[src/rtl/fpall_shared_combine.sv]
// -----------------------------------------------------------------------------
// fpall_shared_combine
//   Shared floating-point ADD / SUB / MUL unit for the FPALL execution cluster.
//   Operates on IEEE-754 binary32, or on binary16 held in the low half-word.
//   Both formats go through one significand datapath: FP16 significands are
//   left-aligned inside the 24-bit FP32 significand field, so the multiplier,
//   aligner, adder, normaliser and rounder are shared. Only the rounding
//   position, bias and exponent limits change with the format.
//   Zero/subnormal inputs are treated as signed zero, and tiny results are
//   flushed to signed zero. Rounding is round-to-nearest-even. No flags.
//
// Ports
//   clk     in  1         rising-edge clock
//   rst_n   in  1         asynchronous active-low reset, clears R
//   fmt     in  fp_fmt_e  FMT_FP32 / FMT_FP16 (other codes act as FP32)
//   opcode  in  fp_op_e   OP_ADD / OP_SUB / OP_MUL (other codes give R = 0)
//   X       in  32        operand A (FP16 uses X[15:0])
//   Y       in  32        operand B (FP16 uses Y[15:0])
//   R       out 32        registered result, one cycle after the inputs
//                         (FP16: R[15:0], R[31:16] = 0)
// -----------------------------------------------------------------------------
package FPALL_pkg;

  typedef enum logic [1:0] {
    FMT_FP32 = 2'd0,
    FMT_FP16 = 2'd1
  } fp_fmt_e;

  typedef enum logic [1:0] {
    OP_ADD = 2'd0,
    OP_SUB = 2'd1,
    OP_MUL = 2'd2
  } fp_op_e;

  // Format-neutral operand. exp is the biased exponent (FP16 zero-extended);
  // sig carries the implicit one, with FP16 fractions left-aligned so both
  // formats share every significand operation.
  typedef struct packed {
    logic        sign;
    logic [7:0]  exp;
    logic [23:0] sig;
    logic        zero;
    logic        inf;
    logic        nan;
  } fp_operand_t;

endpackage

module fpall_shared_combine
  import FPALL_pkg::*;
(
  input  logic        clk,
  input  logic        rst_n,
  input  fp_fmt_e     fmt,
  input  fp_op_e      opcode,
  input  logic [31:0] X,
  input  logic [31:0] Y,
  output logic [31:0] R
);

  // Width of the normalised significand handed to the rounder: leading one
  // at bit 50, 24 kept bits, and enough bits below for guard/round/sticky.
  localparam int NW = 51;

  // ---------------------------------------------------------------------------
  // Helpers
  // ---------------------------------------------------------------------------
  function automatic fp_operand_t unpack(input logic half, input logic [31:0] v);
    fp_operand_t o;
    logic [22:0] frac;
    logic [7:0]  emax;
    if (half) begin
      o.sign = v[15];
      o.exp  = {3'b000, v[14:10]};
      frac   = {v[9:0], 13'd0};
      emax   = 8'd31;
    end else begin
      o.sign = v[31];
      o.exp  = v[30:23];
      frac   = v[22:0];
      emax   = 8'd255;
    end
    o.sig  = {1'b1, frac};
    o.zero = (o.exp == 8'd0);          // subnormals are taken as zero
    o.inf  = (o.exp == emax) && (frac == 23'd0);
    o.nan  = (o.exp == emax) && (frac != 23'd0);
    return o;
  endfunction

  // frac is left-aligned: FP16 takes its 10 fraction bits from frac[22:13].
  function automatic logic [31:0] pack(input logic half, input logic sign,
                                       input logic [7:0] e, input logic [22:0] frac);
    return half ? {16'h0000, sign, e[4:0], frac[22:13]} : {sign, e, frac};
  endfunction

  // Leading-zero count; an all-zero input returns NW.
  function automatic logic [5:0] lzc(input logic [NW-1:0] v);
    logic [5:0] n;
    logic       found;
    n     = 6'(NW);
    found = 1'b0;
    for (int i = NW - 1; i >= 0; i--) begin
      if (!found && v[i]) begin
        n     = 6'(NW - 1 - i);
        found = 1'b1;
      end
    end
    return n;
  endfunction

  // ---------------------------------------------------------------------------
  // Operand decode
  // ---------------------------------------------------------------------------
  logic               is16;
  logic               is_mul;
  logic               is_addsub;
  logic [7:0]         exp_max;
  logic signed [11:0] bias;
  logic [31:0]        qnan;
  fp_operand_t        opx;
  fp_operand_t        opy;
  logic               y_sign;          // sign of Y after SUB inversion
  logic signed [11:0] ex_u;            // unbiased exponents
  logic signed [11:0] ey_u;

  assign is16      = (fmt == FMT_FP16);
  assign is_mul    = (opcode == OP_MUL);
  assign is_addsub = (opcode == OP_ADD) || (opcode == OP_SUB);
  assign exp_max   = is16 ? 8'd31 : 8'd255;
  assign bias      = is16 ? 12'sd15 : 12'sd127;
  assign qnan      = is16 ? 32'h0000_7E00 : 32'h7FC0_0000;

  assign opx    = unpack(is16, X);
  assign opy    = unpack(is16, Y);
  assign y_sign = opy.sign ^ (opcode == OP_SUB);
  assign ex_u   = $signed({4'd0, opx.exp}) - bias;
  assign ey_u   = $signed({4'd0, opy.exp}) - bias;

  // ---------------------------------------------------------------------------
  // Multiply path
  // ---------------------------------------------------------------------------
  logic [47:0]        prod;
  logic               mul_sign;
  logic [NW-1:0]      mul_norm;
  logic signed [11:0] mul_exp;

  assign prod     = opx.sig * opy.sig;
  assign mul_sign = opx.sign ^ opy.sign;
  // Product lies in [1,4): a set bit 47 means >= 2, which is the 1-bit right
  // shift plus exponent increment; otherwise drop the empty top bit.
  assign mul_norm = prod[47] ? {prod, 3'b000} : {prod[46:0], 4'b0000};
  assign mul_exp  = ex_u + ey_u + $signed({11'd0, prod[47]});

  // ---------------------------------------------------------------------------
  // Add / subtract path
  // ---------------------------------------------------------------------------
  logic               swap;
  logic               big_sign;
  logic               eff_sub;
  logic [7:0]         big_exp;
  logic [7:0]         small_exp;
  logic [7:0]         exp_diff;
  logic [23:0]        big_sig;
  logic [23:0]        small_sig;
  logic signed [11:0] big_exp_u;
  logic [49:0]        big_w;
  logic [49:0]        small_w;
  logic [49:0]        small_al;
  logic [49:0]        lost_mask;
  logic               sticky;
  logic [NW-1:0]      sum;
  logic [5:0]         lz;
  logic [NW-1:0]      add_norm;
  logic signed [11:0] add_exp;

  // NOTE: every variable driven here gets a value before any branch, so no
  // path can leave one unassigned and infer a latch.
  always_comb begin
    sticky    = 1'b0;
    small_al  = '0;
    // Magnitude order on the raw {exp, significand} fields so |A| >= |B|.
    swap      = {opy.exp, opy.sig} > {opx.exp, opx.sig};
    big_sign  = swap ? y_sign   : opx.sign;
    big_exp   = swap ? opy.exp  : opx.exp;
    big_sig   = swap ? opy.sig  : opx.sig;
    big_exp_u = swap ? ey_u     : ex_u;
    small_exp = swap ? opx.exp  : opy.exp;
    small_sig = swap ? opx.sig  : opy.sig;
    eff_sub   = opx.sign ^ y_sign;
    exp_diff  = big_exp - small_exp;

    // 26 zero bits below each significand keep alignment exact for small
    // shifts; anything shifted further out is jammed into bit 0 as sticky.
    big_w     = {big_sig, 26'd0};
    small_w   = {small_sig, 26'd0};
    lost_mask = ~({50{1'b1}} << exp_diff[5:0]);
    if (exp_diff >= 8'd50) begin
      sticky   = 1'b1;
      small_al = {49'd0, sticky};
    end else begin
      sticky   = |(small_w & lost_mask);
      small_al = (small_w >> exp_diff[5:0]) | {49'd0, sticky};
    end

    sum = eff_sub ? ({1'b0, big_w} - {1'b0, small_al})
                  : ({1'b0, big_w} + {1'b0, small_al});

    // Bit 50 is the carry position: lz = 0 is the carry case (1-bit right
    // shift relative to the operands), lz >= 2 is cancellation.
    lz       = lzc(sum);
    add_norm = sum << lz;
    add_exp  = big_exp_u + 12'sd1 - $signed({6'd0, lz});
  end

  // ---------------------------------------------------------------------------
  // Shared round-to-nearest-even and repack
  // ---------------------------------------------------------------------------
  logic               r_sign;
  logic signed [11:0] r_exp;
  logic signed [11:0] r_exp_b;
  logic [NW-1:0]      r_norm;
  logic [23:0]        keep;
  logic               guard;
  logic               round_bit;
  logic               sticky_bit;
  logic               inc;
  logic [24:0]        rounded;
  logic               carry;
  logic [22:0]        r_frac;
  logic [31:0]        round_res;

  always_comb begin
    r_sign = is_mul ? mul_sign : big_sign;
    r_exp  = is_mul ? mul_exp  : add_exp;
    r_norm = is_mul ? mul_norm : add_norm;

    if (is16) begin
      keep       = {13'd0, r_norm[50:40]};
      guard      = r_norm[39];
      round_bit  = r_norm[38];
      sticky_bit = |r_norm[37:0];
    end else begin
      keep       = r_norm[50:27];
      guard      = r_norm[26];
      round_bit  = r_norm[25];
      sticky_bit = |r_norm[24:0];
    end

    inc     = guard & (round_bit | sticky_bit | keep[0]);
    rounded = {1'b0, keep} + {24'd0, inc};
    // A carry out leaves the fraction bits all zero, so only the exponent moves.
    carry   = is16 ? rounded[11] : rounded[24];
    r_frac  = is16 ? {rounded[9:0], 13'd0} : rounded[22:0];
    r_exp_b = r_exp + bias + $signed({11'd0, carry});

    if (r_exp_b >= $signed({4'd0, exp_max})) begin
      round_res = pack(is16, r_sign, exp_max, 23'd0);
    end else if (r_exp_b <= 12'sd0) begin
      round_res = pack(is16, r_sign, 8'd0, 23'd0);
    end else begin
      round_res = pack(is16, r_sign, r_exp_b[7:0], r_frac);
    end
  end

  // ---------------------------------------------------------------------------
  // Special-case selection
  // ---------------------------------------------------------------------------
  logic [31:0] r_next;

  always_comb begin
    r_next = '0;
    if (is_mul) begin
      if (opx.nan || opy.nan || (opx.inf && opy.zero) || (opy.inf && opx.zero)) begin
        r_next = qnan;
      end else if (opx.inf || opy.inf) begin
        r_next = pack(is16, mul_sign, exp_max, 23'd0);
      end else if (opx.zero || opy.zero) begin
        r_next = pack(is16, mul_sign, 8'd0, 23'd0);
      end else begin
        r_next = round_res;
      end
    end else if (is_addsub) begin
      if (opx.nan || opy.nan || (opx.inf && opy.inf && (opx.sign != y_sign))) begin
        r_next = qnan;
      end else if (opx.inf) begin
        r_next = pack(is16, opx.sign, exp_max, 23'd0);
      end else if (opy.inf) begin
        r_next = pack(is16, y_sign, exp_max, 23'd0);
      end else if (opx.zero && opy.zero) begin
        // Under RNE the sum of zeros is -0 only when both are -0.
        r_next = pack(is16, opx.sign & y_sign, 8'd0, 23'd0);
      end else if (opx.zero) begin
        r_next = pack(is16, y_sign, opy.exp, opy.sig[22:0]);
      end else if (opy.zero) begin
        r_next = pack(is16, opx.sign, opx.exp, opx.sig[22:0]);
      end else if (sum == '0) begin
        r_next = '0;                   // exact cancellation is +0
      end else begin
        r_next = round_res;
      end
    end
  end

  // ---------------------------------------------------------------------------
  // Output register
  // ---------------------------------------------------------------------------
  // NOTE: state is updated with non-blocking assignments so every register
  // samples values from before the edge, regardless of block ordering.
  always_ff @(posedge clk or negedge rst_n) begin
    if (!rst_n) begin
      R <= '0;
    end else begin
      R <= r_next;
    end
  end

endmodule

[config.mk]
export PLATFORM = sky130hd
export DESIGN_NAME = fpall_shared_combine
export DESIGN_NICKNAME = d
export VERILOG_FILES = /design/src/rtl/fpall_shared_combine.sv
export SDC_FILE = /design/constraint.sdc
export NUM_CORES = 2
export LEC_CHECK = 0
export CORE_MARGIN = 2
export CORE_UTILIZATION = 50
export CTS_CLUSTER_SIZE = 14
export DETAILED_ROUTE_END_ITERATION = 16
export PLACE_DENSITY_LB_ADDON = 0.08
export SLEW_MARGIN = 25
export SYNTH_ARGS = -nofsm -noshare
export SYNTH_HDL_FRONTEND = slang
export SYNTH_SLANG_ARGS = --single-unit
[constraint.sdc]
create_clock -name clk -period 0.8 [get_ports clk]
set_input_delay 0.12 -clock clk [delete_from_list [all_inputs] [get_ports clk]]
set_output_delay 0.12 -clock clk [all_outputs]
set_load 0.02 [all_outputs]
==> impl_metrics.yaml <==
routing:
  finalWirelength_mm: 196
  vias: 48500
  route.detailed.vias_per_inst: 6.26
  drt_pass1_iterations: 9
  routedWlPerCell_um: 25.2
  drt_first_iter_violations: 6212
  drcViolationCount: 0
  detail-route-antenna-nets: 0
cts:
  cts_buffer_depth: 2
  ctsRootBufferMaster: "sky130_fd_sc_hd__clkbuf_16"
  total_cts_buffers: 5
  register_clock_pin_slew_on_the_reported_worst_setup_and_hold_paths_ns: 0.05
  tritoncts_num_sinks: 32
  ctsHtreeMaxLevel: 2
  tritoncts: "done"
place:
  hpwlAfterDp_mm: 163
  dpl.cell_count: 7664
  gpl.final_weighted_congestion: 1.08
  io_buffers: 101
sta:
  maxSlewHeadroom_pct: 34.2
  portion_of_the_clock_cycle_consumed_by_the_worst_path_in_the_final_layout_pct: 1910
  layout_setup_ws_ns: -14.51
  rsz0062_at_grt: "yes"
  final_setup_vio_count: 64
  finalWorstPathRequiredPeriod_ns: 15.31
  tightestPinTransition_ns: 0.980
  clock.fmax_ghz: 0.0653
  final.setup.tns_ns: -458.75
  final_hold_viol_count: 0
  slew_viol_final: 0
setup_path:
  timing.critical_path.arrival_ns: 15.50
  crit_path_top_delay_cell: "sky130_fd_sc_hd__or4_4"
  worstSetupPathType: "in -> reg"
  worst_path_most_repeated_cell: "sky130_fd_sc_hd__o21ai_1"
  cp-end-kind: "flip-flop"
  cp_max_fo: 12
  cp-start-kind: "primary input"
  delay_heaviest_family_cp: "simple AND/OR/NAND/NOR gates"
  critPathRequiredTime_ns: 0.99
  worst-path-buf-inv: 10
  cp-startpoint: "Y[1]"
  critPathMaxStageDelay_ns: 0.64
global_route:
  initial_antenna_violation_count: 11
  first_pass_grt_wire_length_mm: 291
  grt_remaining_overflow: 0
  grt_use_total_pct: 47.1
  grt_pass1_vias: 48100
  largest_net_degree_at_the_start_of_global_routing: 93
synth:
  synth_edf_count: 0
  synth-seq-cells: 32
  synthesis.area_um2: 39200
  synth.top_cells.by_area: "sky130_fd_sc_hd__fa_1, sky130_fd_sc_hd__ha_1, sky130_fd_sc_hd__nand2_1"
  postSynthCellCount: 5254
  synth_ff_type: "sky130_fd_sc_hd__dfrtp_1"
  mappedNetlistNets: 6123
  asyncSetResetFlopFracSynth_pct: 100
  area_fraction_of_the_dominant_cell_type_after_synthesis_pct: 24.8
  synth.largest_area_cell: "sky130_fd_sc_hd__fa_1"
  synthesis.area_per_instance_um2: 7.46
  proportion_of_synthesized_chip_area_in_sequential_cells_pct: 2.04
  total_number_of_yosys_warnings: 0
  synth.distinct_cells: 118
floorplanning:
  die_w_um: 284
  fp.dieArea_um2: 80700
  placementRows: 102
  design.portCount: 102
  initial_utilization_pct: 50.5
  floorplan.core_area_um2: 77600
  chipHeight_um: 284
power_and_ir_drop:
  power.total_mw: 273
  power.leakage_nw: 27.3
  total_power_per_unit_cell_area_nw_per_um2: 4980
  largest_vdd_supply_drop_mv: 15.6
outcome:
  run_status: "complete, but fails checks"
  violations_in_the_final_reports: "negative setup slack"
cells_and_area:
  register_with_the_most_flip_flops: "R"
  fin_nets: 7570
  layout-area-overhead-vs-synth_pct: 39.9
  largest_registers: "R (32)"
  finish.utilization_pct: 70.7
  drive_gt1_share_pct: 31.6
  largest_reg_flops: 32
  final-instance-count-excl-fill: 7751
hold_path:
  hold_path_class: "in -> async"
job:
  max_cap_viol_count: 0
[cells in the final DEF, fill, tap and decap left out, types with 39 or more instances in the layout]
| master | instances |
|---|---|
| sky130_fd_sc_hd__a211oi_1 | 61 |
| sky130_fd_sc_hd__a21o_1 | 59 |
| sky130_fd_sc_hd__a21oi_1 | 311 |
| sky130_fd_sc_hd__a31oi_1 | 44 |
| sky130_fd_sc_hd__and2_1 | 51 |
| sky130_fd_sc_hd__and3_1 | 183 |
| sky130_fd_sc_hd__buf_4 | 1647 |
| sky130_fd_sc_hd__clkdlybuf4s50_1 | 59 |
| sky130_fd_sc_hd__fa_1 | 485 |
| sky130_fd_sc_hd__ha_1 | 294 |
| sky130_fd_sc_hd__inv_1 | 643 |
| sky130_fd_sc_hd__mux2_2 | 41 |
| sky130_fd_sc_hd__mux2i_1 | 123 |
| sky130_fd_sc_hd__nand2_1 | 651 |
| sky130_fd_sc_hd__nand3_1 | 116 |
| sky130_fd_sc_hd__nand4_1 | 50 |
| sky130_fd_sc_hd__nor2_1 | 361 |
| sky130_fd_sc_hd__nor3_1 | 91 |
| sky130_fd_sc_hd__nor4_1 | 39 |
| sky130_fd_sc_hd__o211ai_1 | 47 |
| sky130_fd_sc_hd__o21ai_0 | 212 |
| sky130_fd_sc_hd__o21ai_1 | 46 |
| sky130_fd_sc_hd__o22ai_1 | 40 |
| sky130_fd_sc_hd__xnor2_1 | 85 |
[stage by stage]
| step | setup slack [ns] | hold WS [ns] | area, um2 |
|---|---|---|---|
| 6_report | -14.51 | 0.216 | 54900 |
| 5_1_grt | -14.98 | 0.239 | 54900 |
| 4_1_cts | -14.33 | 0.220 | 53700 |
| 3_5_place_dp | -15.27 | 0.512 | 52900 |
| 3_3_place_gp | -14.84 | 0.511 | 52900 |
| 2_1_floorplan | -14.45 | -0.176 | 39900 |
[power breakdown]
group / switching, mW / internal [mW] / leakage, nW
combinational: 144 / 125 / 26.8
clock: 0.741 / 1.24 / 0.0712
sequential: 0.334 / 2.04 / 0.430
total: 145 / 129 / 27.3
[final timing paths]
check / endpoint / slack, ns / cells past startpoint
max in group asynchronous: R[0] / 0.39 / 2
hold / removal: R[30] / 0.22 / 2
setup / recovery: R[24] / -14.51 / 81
min in group clk: R[30] / 0.62 / 3
[layout make-up]
class                           count  area, um2
Multi-Input combinational cell   4195      35800
Timing Repair Buffer             1802      14200
Sequential cell                    32        801
Inverter                          664       2530
Antenna cell                        9       22.5
Clock buffer                        8        146
Timing Repair inverter              1       6.26
Fill cell                        6501      22700
Tap cell                         1040       1300
[per-layer routing]
metal / track usage (%) / up-vias / part of all wire (%)
li1: - / 21000 / -
met1: 61.1 / 23100 / 38
met2: 68.9 / 3490 / 41
met3: 17.3 / 847 / 15
met4: 22.9 / 16 / 6.4
met5: 1.07 / - / 0.12
[cells by family (layout without fill, tap and decap cells)]
family	count (synthesis)	after routing	synth area share, %
AOI/OAI and AO/OA	1257	1258	21.2
xor gates and xnor gates	126	126	2.81
adders and majority gates	799	799	34.8
buffers and inverters	1028	2475	10.3
DFF	32	32	2.04
muxes	223	223	6.88
other	0	9	0
and+or+nand+nor	1789	1789	21.9
[cell usage after synthesis, drive strengths merged, types with 13 or more instances]
library cell,count
nand2,666
inv,654
fa,486
nor2,372
a21oi,341
ha,313
o21ai,273
clkbuf,270
and3,187
mux2i,141
nand3,121
nor3,102
buf,94
xnor2,88
a211oi,80
and2,64
a21o,60
nor4,53
mux2,50
nand4,50
a31oi,48
o211ai,47
o22ai,41
xor2,38
o21a,35
nand2b,33
dfrtp,32
mux4,32
o21bai,32
or3,30
o31ai,28
a22oi,27
a221oi,24
nor2b,24
or2,23
a211o,21
or4,21
a2111oi,20
o221ai,19
a41oi,13
o311ai,13
[timing repair]
item | in CTS | in global routing
pin swaps | 30 | 62
resized for setup | 209 | 213
hold buffers | 0 | 0
gates cloned | 4 | 5
buffers inserted | 27 | 36
endpoints found under the setup margin | 64 | 64
Note: power is estimated with default switching activity, not from simulation.
